**src/rtl/nibble_serial_tx_if.sv**
```systemverilog
// nibble_serial_tx_if: write port and status/serial outputs of the nibble transmitter
//   i_wr_en, i_wr_data      : enqueue strobe and word (driven by master)
//   o_tx                    : serial line, idles high
//   o_busy, o_frame_done    : frame in progress / one-cycle completion pulse
//   o_full, o_empty, o_count: FIFO occupancy
//   o_overflow              : sticky rejected-write flag
interface nibble_serial_tx_if #(
  parameter int NBITS_DATA = 4,
  parameter int FIFO_DEPTH = 4
);
  logic                        i_wr_en;
  logic [NBITS_DATA-1:0]       i_wr_data;
  logic                        o_tx;
  logic                        o_busy;
  logic                        o_frame_done;
  logic                        o_full;
  logic                        o_empty;
  logic [$clog2(FIFO_DEPTH):0] o_count;
  logic                        o_overflow;
  modport slave (
    input  i_wr_en, i_wr_data,
    output o_tx, o_busy, o_frame_done, o_full, o_empty, o_count, o_overflow
  );
  modport master (
    output i_wr_en, i_wr_data,
    input  o_tx, o_busy, o_frame_done, o_full, o_empty, o_count, o_overflow
  );
endinterface

```
**src/rtl/nibble_serial_tx.sv**
```systemverilog
// nibble_serial_tx: FIFO-buffered framed serial transmitter (start, data LSB-first, parity, stop)
//   clk_2 : clock, all state changes on posedge
//   reset : asynchronous active-high reset
//   bus   : nibble_serial_tx_if.slave carrying write port, tx line and FIFO status
module nibble_serial_tx #(
  parameter int NBITS_DATA = 4,
  parameter int FIFO_DEPTH = 4,
  parameter int BIT_CYCLES = 1,
  parameter int PARITY_ODD = 0
) (
  input  logic               clk_2,
  input  logic               reset,
  nibble_serial_tx_if.slave  bus
);
  localparam int AW = $clog2(FIFO_DEPTH);
  localparam int CW = AW + 1;
  localparam int BW = $clog2(NBITS_DATA + 1);
  localparam int KW = $clog2(BIT_CYCLES + 1);
  typedef enum logic [2:0] {IDLE, START, DATA, PARITY, STOP} state_t;
  state_t                r_state, w_state_nx;
  logic [NBITS_DATA-1:0] r_mem [FIFO_DEPTH];
  logic [AW-1:0]         r_wptr, r_rptr;
  logic [CW-1:0]         r_count;
  logic                  r_ovf, r_tx, r_done, r_par;
  logic [NBITS_DATA-1:0] r_shift, w_shift_nx;
  logic [BW-1:0]         r_bit, w_bit_nx;
  logic [KW-1:0]         r_cyc, w_cyc_nx;
  logic                  w_tx_nx, w_par_nx, w_done_nx, w_pop, w_push, w_bit_end;
  assign w_pop     = (r_state == IDLE) && (r_count != '0);
  // a pop frees a slot at the same edge, so a write while full is still taken
  assign w_push    = bus.i_wr_en && ((r_count != CW'(FIFO_DEPTH)) || w_pop);
  assign w_bit_end = r_cyc == KW'(BIT_CYCLES - 1);
  always_comb begin
    w_state_nx = r_state;
    w_tx_nx    = r_tx;
    w_shift_nx = r_shift;
    w_par_nx   = r_par;
    w_bit_nx   = r_bit;
    w_done_nx  = 1'b0;
    w_cyc_nx   = (r_state == IDLE || w_bit_end) ? '0 : r_cyc + KW'(1);
    case (r_state)
      IDLE: begin
        w_tx_nx = 1'b1;
        if (w_pop) begin
          w_state_nx = START;
          w_tx_nx    = 1'b0;
          w_shift_nx = r_mem[r_rptr];
          w_par_nx   = ^r_mem[r_rptr] ^ (PARITY_ODD != 0);
        end
      end
      START: if (w_bit_end) begin
        w_state_nx = DATA;
        w_tx_nx    = r_shift[0];
      end
      DATA: if (w_bit_end) begin
        if (r_bit == BW'(NBITS_DATA - 1)) begin
          w_state_nx = PARITY;
          w_tx_nx    = r_par;
          w_bit_nx   = '0;
        end else begin
          w_shift_nx = r_shift >> 1;
          w_tx_nx    = w_shift_nx[0];
          w_bit_nx   = r_bit + BW'(1);
        end
      end
      PARITY: if (w_bit_end) begin
        w_state_nx = STOP;
        w_tx_nx    = 1'b1;
      end
      STOP: if (w_bit_end) begin
        w_state_nx = IDLE;
        w_done_nx  = 1'b1;
      end
      default: begin
        w_state_nx = IDLE;
        w_tx_nx    = 1'b1;
      end
    endcase
  end
  always_ff @(posedge clk_2 or posedge reset) begin
    if (reset) begin
      r_state <= IDLE;
      r_tx    <= 1'b1;
      r_done  <= 1'b0;
      r_par   <= 1'b0;
      r_shift <= '0;
      r_bit   <= '0;
      r_cyc   <= '0;
      r_wptr  <= '0;
      r_rptr  <= '0;
      r_count <= '0;
      r_ovf   <= 1'b0;
    end else begin
      r_state <= w_state_nx;
      r_tx    <= w_tx_nx;
      r_done  <= w_done_nx;
      r_par   <= w_par_nx;
      r_shift <= w_shift_nx;
      r_bit   <= w_bit_nx;
      r_cyc   <= w_cyc_nx;
      r_wptr  <= r_wptr + AW'(w_push);
      r_rptr  <= r_rptr + AW'(w_pop);
      r_count <= r_count + CW'(w_push) - CW'(w_pop);
      r_ovf   <= r_ovf | (bus.i_wr_en & ~w_push);
    end
  end
  always_ff @(posedge clk_2) begin
    if (w_push) r_mem[r_wptr] <= bus.i_wr_data;
  end
  assign bus.o_tx         = r_tx;
  assign bus.o_busy       = r_state != IDLE;
  assign bus.o_frame_done = r_done;
  assign bus.o_full       = r_count == CW'(FIFO_DEPTH);
  assign bus.o_empty      = r_count == '0;
  assign bus.o_count      = r_count;
  assign bus.o_overflow   = r_ovf;
endmodule

```
**src/flat_wrapper.sv**
```systemverilog
// flat-port wrapper written by rule: the top's interface ports become plain ports
module nibble_serial_tx_flat 
#(
  parameter int NBITS_DATA = 4,
  parameter int FIFO_DEPTH = 4,
  parameter int BIT_CYCLES = 1,
  parameter int PARITY_ODD = 0
)
  (clk_2, reset, bus_i_wr_en, bus_i_wr_data, bus_o_tx, bus_o_busy, bus_o_frame_done, bus_o_full, bus_o_empty, bus_o_count, bus_o_overflow);
  nibble_serial_tx_if #(.NBITS_DATA(NBITS_DATA), .FIFO_DEPTH(FIFO_DEPTH)) bus_i ();
  input  logic clk_2;
  input  logic reset;
  input wire logic [$bits(bus_i.i_wr_en)-1:0] bus_i_wr_en;
  input wire logic [$bits(bus_i.i_wr_data)-1:0] bus_i_wr_data;
  output wire logic [$bits(bus_i.o_tx)-1:0] bus_o_tx;
  output wire logic [$bits(bus_i.o_busy)-1:0] bus_o_busy;
  output wire logic [$bits(bus_i.o_frame_done)-1:0] bus_o_frame_done;
  output wire logic [$bits(bus_i.o_full)-1:0] bus_o_full;
  output wire logic [$bits(bus_i.o_empty)-1:0] bus_o_empty;
  output wire logic [$bits(bus_i.o_count)-1:0] bus_o_count;
  output wire logic [$bits(bus_i.o_overflow)-1:0] bus_o_overflow;
  assign bus_i.i_wr_en = bus_i_wr_en;
  assign bus_i.i_wr_data = bus_i_wr_data;
  assign bus_o_tx = bus_i.o_tx;
  assign bus_o_busy = bus_i.o_busy;
  assign bus_o_frame_done = bus_i.o_frame_done;
  assign bus_o_full = bus_i.o_full;
  assign bus_o_empty = bus_i.o_empty;
  assign bus_o_count = bus_i.o_count;
  assign bus_o_overflow = bus_i.o_overflow;
  nibble_serial_tx #(.NBITS_DATA(NBITS_DATA), .FIFO_DEPTH(FIFO_DEPTH), .BIT_CYCLES(BIT_CYCLES), .PARITY_ODD(PARITY_ODD)) u_core (.clk_2(clk_2), .reset(reset), .bus(bus_i));
endmodule
```
**config.mk**
```make
export PLATFORM = sky130hd
export DESIGN_NAME = nibble_serial_tx_flat
export DESIGN_NICKNAME = d
export VERILOG_FILES = /design/src/rtl/nibble_serial_tx_if.sv /design/src/rtl/nibble_serial_tx.sv /design/src/flat_wrapper.sv
export SDC_FILE = /design/constraint.sdc
export NUM_CORES = 1
export LEC_CHECK = 0
export ABC_AREA = 1
export CAP_MARGIN = 20
export CORE_ASPECT_RATIO = 1.75
export CORE_MARGIN = 2
export CORE_UTILIZATION = 60
export CTS_BUF_LIST = sky130_fd_sc_hd__clkbuf_8
export CTS_CLUSTER_DIAMETER = 80
export DETAILED_ROUTE_END_ITERATION = 6
export PLACE_DENSITY_LB_ADDON = 0.15
export SLEW_MARGIN = 20
export SYNTH_ARGS = -nofsm -noshare
export SYNTH_HDL_FRONTEND = slang
export SYNTH_SLANG_ARGS = --single-unit
```
**constraint.sdc**
```tcl
create_clock -name clk_2 -period 4.32 [get_ports clk_2]
set_input_delay 0.432 -clock clk_2 [delete_from_list [all_inputs] [get_ports clk_2]]
set_output_delay 0.432 -clock clk_2 [all_outputs]
set_load 0.01 [all_outputs]
```
Word-level counts from Yosys, hierarchy flattened
Memories as Yosys holds them, arrays and structs flattened.
Index checks and enable logic that the tools add are counted.
{"block": "classes", "bitwise": 5, "addsub": 6, "n_mux": 23, "n_reduce_logical": 15, "n_eq_ne": 14}
{"operator": "3-bit 2-to-1 mux", "n": 7}
{"operator": "3-bit case mux with 5 select lines", "n": 1}
{"operator": "4-bit 2-to-1 mux", "n": 3}
{"operator": "1-bit 2-to-1 mux", "n": 10}
{"operator": "2-bit inequality test, second input constant", "n": 5}
{"operator": "3-bit by 2-bit == test with 1-bit output, second input constant", "n": 3}
{"operator": "4-bit case mux with 2 select lines", "n": 1}
{"operator": "4-bit AND reduction", "n": 2}
{"operator": "3-bit == test, second input constant", "n": 2}
{"operator": "3-bit logical NOT", "n": 2}
{"operator": "6-bit AND reduction", "n": 1}
{"operator": "3-bit nonzero test", "n": 2}
{"operator": "1-bit case mux with 5 select lines", "n": 1}
{"operator": "2-bit by 1-bit adder with 2-bit output", "n": 2}
{"operator": "2-bit by 1-bit inequality test with 1-bit output, second input constant", "n": 2}
{"operator": "2-bit AND reduction", "n": 2}
{"operator": "4-bit XOR reduction", "n": 1}
{"operator": "3-bit by 1-bit adder with 3-bit output", "n": 1}
{"operator": "3-bit by 1-bit adder with 3-bit output, second input constant", "n": 1}
{"operator": "3-bit by 1-bit == test with 1-bit output, second input constant", "n": 1}
{"operator": "3-bit inequality test, second input constant", "n": 1}
{"operator": "1-bit inverter", "n": 3}
{"operator": "3-bit by 1-bit subtractor with 3-bit output", "n": 1}
{"operator": "1-bit logical AND", "n": 2}
{"operator": "5 further kinds", "n": 6}
{"block": "totals", "output_inout_bits": 9, "word_cells": 75, "inputBits": 7, "ff_bits": 22, "n_memories": 1, "ram_bits": 16}
{"memory": "u_core.r_mem", "depth": 4, "width": 4, "rd": 1, "rd_clocked_by_memory_dff": 0, "write_ports": 1, "line": "nibble_serial_tx.sv:21", "source": "logic [NBITS_DATA-1:0] r_mem [FIFO_DEPTH];"}

Logic depth before layout (Yosys ltp)
Gate-level depths: netlist (run 1).
{"block": "logic_depth", "depth_word": 7, "depth_mapped": 11, "ltp_nobuf": 10}

Worst setup path after synthesis (run 1)
No wires, ideal clock.
{"block": "synth_path", "kind": "flip-flop to flip-flop", "startpoint": "register u_core.r_count[2], in the netlist u_core.bus.o_count[2]", "endpoint": "register u_core.r_count[2], in the netlist u_core.bus.o_count[2]", "required_time_ps": 4191, "synth_period_minus_slack_ps": 1997, "n_path_buf": 0, "setup_slack_ps": 2323, "path_stages_with_launch": 8, "arrival_ps": 1868, "setup_time_ps": 129, "cell_sequence": "dfrtp_1 -> nor3_4 -> nor2_4 -> ha_1 -> inv_1 -> ha_1 -> fa_1 -> xor2_1"}
{"block": "synth_via", "elab_chain_len": 6}
{"element": "from (decl)", "line": "nibble_serial_tx.sv:23", "source": "logic [CW-1:0] r_count;"}
{"element": "from (signal assigned)", "line": "nibble_serial_tx.sv:103", "source": "r_count <= r_count + CW'(w_push) - CW'(w_pop);"}
{"element": "3-bit nonzero test", "line": "nibble_serial_tx.sv:29", "source": "assign w_pop = (r_state == IDLE) && (r_count != '0);"}
{"element": "1-bit logical AND", "line": "nibble_serial_tx.sv:29"}
{"element": "1-bit logical OR", "line": "nibble_serial_tx.sv:31", "source": "assign w_push = bus.i_wr_en && ((r_count != CW'(FIFO_DEPTH)) || w_pop);"}
{"element": "1-bit logical AND", "line": "nibble_serial_tx.sv:31"}
{"element": "3-bit by 1-bit adder with 3-bit output", "line": "nibble_serial_tx.sv:103"}
{"element": "3-bit by 1-bit subtractor with 3-bit output *", "line": "nibble_serial_tx.sv:103"}
Mark *: on every way between the ends. The rest lies on a longest branch, timed or not.
A chain may end at the register's enable or synchronous reset.

Worst setup path after layout (run 1)
{"block": "layout_path", "startpoint": "register u_core.r_count[1], in the netlist u_core.bus.o_count[1]", "endpoint": "output bus_o_full"}
{"block": "layout_via", "elab_chain_len": 1}
{"element": "3-bit == test", "line": "nibble_serial_tx.sv:113", "source": "assign bus.o_full = r_count == CW'(FIFO_DEPTH);"}
{"element": "to (decl)", "line": "flat_wrapper.sv:18", "source": "output wire logic [$bits(bus_i.o_full)-1:0] bus_o_full;"}
Every way passes these cells.

==> impl_metrics.ini, run 1 <==
[timing]
hold_viol_final = 0
min_period_ns = 2.142
period_share_pct = 49.59
setup_violations = 0
clock.fmax_mhz = 466.8
finalSetupTns_ns = 0
relSlewSlack_pct = 44.32
worst_pin_slew_ns = 0.8343
final-max-slew-violation-count = 0
rsz0062_at_grt = no
fin_worst_skew_ns = 0.007857

[final_layout]
area_growth_pct = 16.38
multi_input_area_sq_um = 729.5
design_area_sq_mm = 0.002178
nets = 237
seq_area_sq_mm = 0.001032
num_antenna_cells = 0
post_route_cells_drive_above_1_share_pct = 10.67
fillCellCount = 219
final_core_util_pct = 73.58

[worst_setup_path]
cp_cell_sequence = inv_1 > nand2_1 > nor2_1 > clkdlybuf4s50_1
crit_path_end_kind = primary output
critPathMaxFanout = 4
critPathArrivalTime_ns = 1.71
cp_slowest_stage_delay_ns = 0.57
critPathLaunchType = register
slowest_stage = clkdlybuf4s50_1
critical_path_class = register to primary output
worstPathRequired_ns = 3.89

[global_route]
overflow = 0
antenna_found_initial = 0
first_global_vias = 1380
grt_max_degree = 23
grt_pass1_wl_um = 5816
gr-usage-all-layers_pct = 22.50

[logic_synthesis]
synth_xor_xnor_area_share_pct = 1.872
synthCells = 204
yosysWarningCount = 0
synthSimpleGateAreaFrac_pct = 25.47
synth_adder_area_share_pct = 4.412
yosys-top-cells-count = nand2_1 (73), inv_1 (22), dfrtp_1 (21)
ys.flop_type = dfrtp_1
synth-compound-area-share_pct = 7.019
yosysTopAreaCell = dfrtp_1
syn-num-nets = 217
synth.cell_area_sq_mm = 0.001872
seq_area_frac_synth_pct = 55.15
yosysUniqueCellTypes = 30
synth_most_common_cell = nand2_1
synth_top_area_share_pct = 28.07
synthArstFlopShare_pct = 57.89
ys_seq_elements = 38
synth-edff-count = 16
syn_area_per_cell_sq_um = 9.175
synth_top_family_by_area = simple AND/OR/NAND/NOR gates
synthTopCellsByArea = dfrtp_1 (28%), edfxtp_1 (26%), nand2_1 (15%)
synthMuxAreaShare_pct = 0

[place]
placed_area_sq_mm = 0.002064
gp_congestion = 0.8239
io_buffers = 15
dp_hpwl_um = 2637

[pwr]
totalPowerFinal_uw = 1753
swShare_pct = 42.18
seqPwrFrac_pct = 36.8
power_frac_comb_pct = 46.1
clkPwrFrac_pct = 17.1
p_leak_uw = 0.001024
p_switching_uw = 739.3
power.internal_uw = 1013
power_density_mw_per_mm2 = 804.6
peakVddDrop_mv = 0.5808

[outcome]
status = finished, final reports clean

[clock_tree]
cts-buffers-inserted = 5
clkSlewWorstSetupHoldPaths_ns = 0.08
cts_tree = built
cts.sinks = 38
cts_post_setup_buffers_inserted = 0
insertion_delay_ns = 0.30
cts_buffer_depth = 2
cts_resized = 0
htreeDepth = 2
root_buffer = clkbuf_8
holdBufCountCts = 0

[die]
fp.dieArea_sq_mm = 0.003600
rows = 26
initial_core_util_pct = 63.23
die_width_um = 46.22
core_sq_mm = 0.002960
die_h_um = 77.89
ios = 16

[detailed_routing]
dr.first_iter.drc_count = 24
ant_nets = 0
vias = 1386
drt_first_pass_iters = 4
routed_wl_um = 3443
wl_per_cell_um = 12.90
drc_errors = 0
avgViaCountPerCell = 5.191

[min_path]
hp-class = register to register

[job]
max_cap_viol_count = 0
[critical path, delay by kind of cell (launching register included)]
family | cells | cell delay (ns)
flops | 1 | 0.46
buf+inv | 2 | 0.71
simple gates | 2 | 0.25
[sequential cells by signal (all words and copies together) (netlist names), 2 cells and up]
name and cells:
u_core.r_state 3, u_core.r_mem 16, u_core.bus.o_count 3, u_core.r_shift 4
u_core.r_rptr 2, u_core.r_wptr 2, u_core.r_bit 3
[metrics by stage]
step | setup slack (ns) | instances | hold WS (ns)
finish | 2.178 | 267 | 0.4898
global route | 2.108 | 267 | 0.5177
CTS | 2.173 | 267 | 0.4913
detailed placement | 2.310 | 259 | 0.4736
global placement | 2.362 | 259 | 0.4588
floorplan | 2.323 | 204 | 0.4205
[worst paths after layout]
path	end	depth (start not counted)	slack [ns]	start
max reg2reg	u_core.bus.o_count[2]	9	2.28	u_core.bus.o_count[1]
min	u_core.bus.o_overflow	1	0.49	u_core.bus.o_overflow
min in group asynchronous	u_core.r_rptr[1]	2	0.59	reset
min reg2reg	u_core.bus.o_overflow	1	0.49	u_core.bus.o_overflow
max	bus_o_full	4	2.18	u_core.bus.o_count[1]
max in group asynchronous	u_core.r_bit[0]	2	3.20	reset
[layout by cell type (no fill, tap or decap), drive strengths merged]
cell and n:
nor3 6, a31oi 1, a21oi 5, fa 1
a31o 1, xnor2 1, clkbuf 5, nand2 76
nor2 10, o21ai 12, conb 1, bufinv 1
edfxtp 16, dfstp 1, clkdlybuf4s50 15, clkinvlp 2
inv 26, dfrtp 21, ha 5, xor2 3
o22ai 1, nand3 14, o21a 1
[kinds of logic (layout without fill, tap and decap cells)]
| family | Yosys count | in the layout |
|---|---|---|
| simple gates | 106 | 106 |
| xor+xnor | 4 | 4 |
| flops | 38 | 38 |
| fa+ha+maj | 6 | 6 |
| other cells | 1 | 1 |
| buf+inv | 28 | 49 |
| compound gates | 21 | 21 |
[power groups by stage]
stage / Clock [uW] / Sequential (uW) / Combinational (uW)
after floorplan: 0 / 613 / 604
after global placement: 0 / 640 / 771
after detailed placement: 0 / 649 / 810
after CTS: 304 / 644 / 816
after global routing: 315 / 662 / 915
final: 300 / 645 / 807
[routing by layer]
layer	GRT usage [%]	up-vias	routed length, um
met5	0	-	0
met2	39.72	26	1946
met1	23.92	656	1317
met3	5.349	9	112
li1	-	695	-
met4	9.143	0	67
[area by class of cell]
cell class / instances / share of cell area, %
clock buffers: 5 / 3.159
clock inverters: 3 / 2.068
inverters: 26 / 4.595
multi-input cells: 138 / 33.49
flip-flops and latches: 38 / 47.39
well taps: 42 / 2.412
repair buffers: 15 / 6.893
Note: power is estimated with default switching activity, not from simulation.
==> inputs of run 2 (changes only) <==
--- a/config.mk
+++ b/config.mk
@@ -9,7 +9,7 @@
 export CAP_MARGIN = 20
 export CORE_ASPECT_RATIO = 1.75
 export CORE_MARGIN = 2
-export CORE_UTILIZATION = 60
+export CORE_UTILIZATION = 53
 export CTS_BUF_LIST = sky130_fd_sc_hd__clkbuf_8
 export CTS_CLUSTER_DIAMETER = 80
 export DETAILED_ROUTE_END_ITERATION = 6
==> constraint.sdc (replaced) <==
create_clock -name clk_2 -period 1.82 [get_ports clk_2]
set_input_delay 0.182 -clock clk_2 [delete_from_list [all_inputs] [get_ports clk_2]]
set_output_delay 0.182 -clock clk_2 [all_outputs]
set_load 0.01 [all_outputs]
==> run 2 against run 1 <==
Critical path depth rose by 3. Register-to-register slack got worse by 2.3 ns. Largest power group unchanged. Sequential cell count did not move. Sequential power rose by 130%. Setup slack got worse by 2.2 ns.
==> impl_metrics.ini, run 2 (synthesis gave the netlist of run 1 again) <==
[final_layout]
post_route_cells_drive_above_1_share_pct = 20.82
final_common_cell = nand2_1
largest_register_ffs = 16
reg.largest.list = u_core.r_mem (16), u_core.r_shift (4)
fin_cells = 290
top_register = u_core.r_mem
num_antenna_cells = 0
area_growth_pct = 27.61
nets = 257
design_area_sq_mm = 0.002389
final_cell_mix = nand2_1 (73), inv_1 (20), dfrtp_1 (20)

[outcome]
status = finished, final reports clean

[timing]
min_period_ns = 1.811
setup_violations = 0
finalSetupTns_ns = 0
hold_viol_final = 0
fin_worst_skew_ns = 0.006634
rsz0062_at_grt = yes
period_share_pct = 99.48
clock.fmax_mhz = 552.3
whs_ns = 0.1800
final.setup.worst_slack_ns = 0.009383
final-max-slew-violation-count = 0

[worst_setup_path]
critPathMaxFanout = 3
slowest_stage = dfrtp_2
crit_path_end_kind = register
cp_cell_sequence = nor3_4 > nor2_4 > ha_4 > inv_2 > ha_4 > fa_2 > xor2_1
worstPathRequired_ns = 1.99
r2r-start = u_core.bus.o_count[1]
cpMostUsedCell = ha_4
critical_path_class = register to register
startpoint = u_core.bus.o_count[1]
cp_slowest_stage_delay_ns = 0.44
critPathArrivalTime_ns = 1.99
critPathLaunchType = register

[clock_tree]
cts_buffer_depth = 2
clkSlewWorstSetupHoldPaths_ns = 0.08
htreeDepth = 2
insertion_delay_ns = 0.29
cts_tree = built
cts-buffers-inserted = 5
root_buffer = clkbuf_8
holdBufCountCts = 0
cts.sinks = 38

[pwr]
clkPwrFrac_pct = 18.1
swShare_pct = 39.99
power_frac_comb_pct = 50.7
seqPwrFrac_pct = 31.3
power_density_mw_per_mm2 = 1967
peakVddDrop_mv = 1.225
p_switching_uw = 1879
power.internal_uw = 2819
p_leak_uw = 0.001149

[place]
io_buffers = 15
gp_congestion = 0.8307
placed_area_sq_mm = 0.002202
dp_cells = 279
place_ws_ns = -0.01716
dp_hpwl_um = 2854

[detailed_routing]
dr.first_iter.drc_count = 59
wl_per_cell_um = 13.02
drt_first_pass_iters = 4
drc_errors = 0
ant_nets = 0
vias = 1448
avgViaCountPerCell = 4.993
routed_wl_um = 3776

[min_path]
hp-class = input port to asynchronous set/reset pin

[global_route]
grt_pass1_wl_um = 6568
gr-usage-all-layers_pct = 21.83
first_global_vias = 1488
overflow = 0
grt_max_degree = 14
antenna_found_initial = 0

[job]
max_cap_viol_count = 0

[die]
rows = 28
die_width_um = 48.93
fp.dieArea_sq_mm = 0.004042
ios = 16
initial_core_util_pct = 55.08
core_sq_mm = 0.003398
die_h_um = 82.62
[run 2: cell types whose count changed in the layout (fill, tap and decap cells not counted), sizes merged]
| cell | change |
|---|---|
| clkinv | +1 |
| clkinvlp | -2 |
| buf | +20 |
| clkdlybuf4s50 | -2 |
| dlygate4sd2 | +2 |
| bufinv | +1 |
[run 2: metal layers]
layer / track usage, % / vias up / part of all wire (%)
met5: 0 / - / 0
met4: 12.29 / 0 / 3.3
met3: 4.676 / 13 / 2.3
met2: 41.10 / 24 / 56
met1: 22.30 / 679 / 39
li1: - / 732 / -
[run 2: metrics by stage]
stage | total power [uW] | utilization [%]
CTS | 4652 | 69.77
finish | 4697 | 70.29
floorplan | 2899 | -
global placement | 3612 | 64.80
global route | 5094 | 70.29
detailed placement | 3715 | 64.80
[run 2: worst paths after layout]
check                                   endpoint  slack [ns]  cells past startpoint
min in group clk_2         u_core.bus.o_overflow        0.48                      1
max in group asynchronous           u_core.r_cyc        1.11                      3
max                        u_core.bus.o_count[2]       0.009                      7
min                        u_core.bus.o_count[0]        0.18                      2
max reg2reg                u_core.bus.o_count[2]       0.009                      7
min reg2reg                u_core.bus.o_overflow        0.48                      1
[run 2: critical path, delay by kind of cell (launching register included)]
kind / cells / cell delay, ns
and+or+nand+nor: 2 / 0.33
buffers and inverters: 1 / 0.04
xor gates and xnor gates: 1 / 0.15
adders and majority gates: 3 / 0.73
DFF: 1 / 0.44
[run 2: repair_timing]
action | in CTS | in global routing
resized for setup | 6 | 2
setup endpoints to repair | 4 | 2
pin swaps | 4 | 2
gates cloned | 0 | 0
buffers inserted | 2 | 1
[run 2: power groups by stage]
stage	sequential (uW)	combinational (uW)	clock, uW
floorplan	1460	1440	0
global route	1500	2690	900
detailed placement	1480	2230	0
finish	1470	2380	849
global placement	1470	2140	0
CTS	1470	2320	865
[run 2: cell type report]
| type | instances | area [sq um] |
|---|---|---|
| clock buffers | 5 | 68.82 |
| inverters | 26 | 100.1 |
| repair buffers | 35 | 301.5 |
| multi-input cells | 138 | 759.5 |
| flip-flops and latches | 38 | 1033 |
| well taps | 45 | 56.30 |
| fillers | 258 | 1010 |
| clock inverters | 3 | 68.82 |
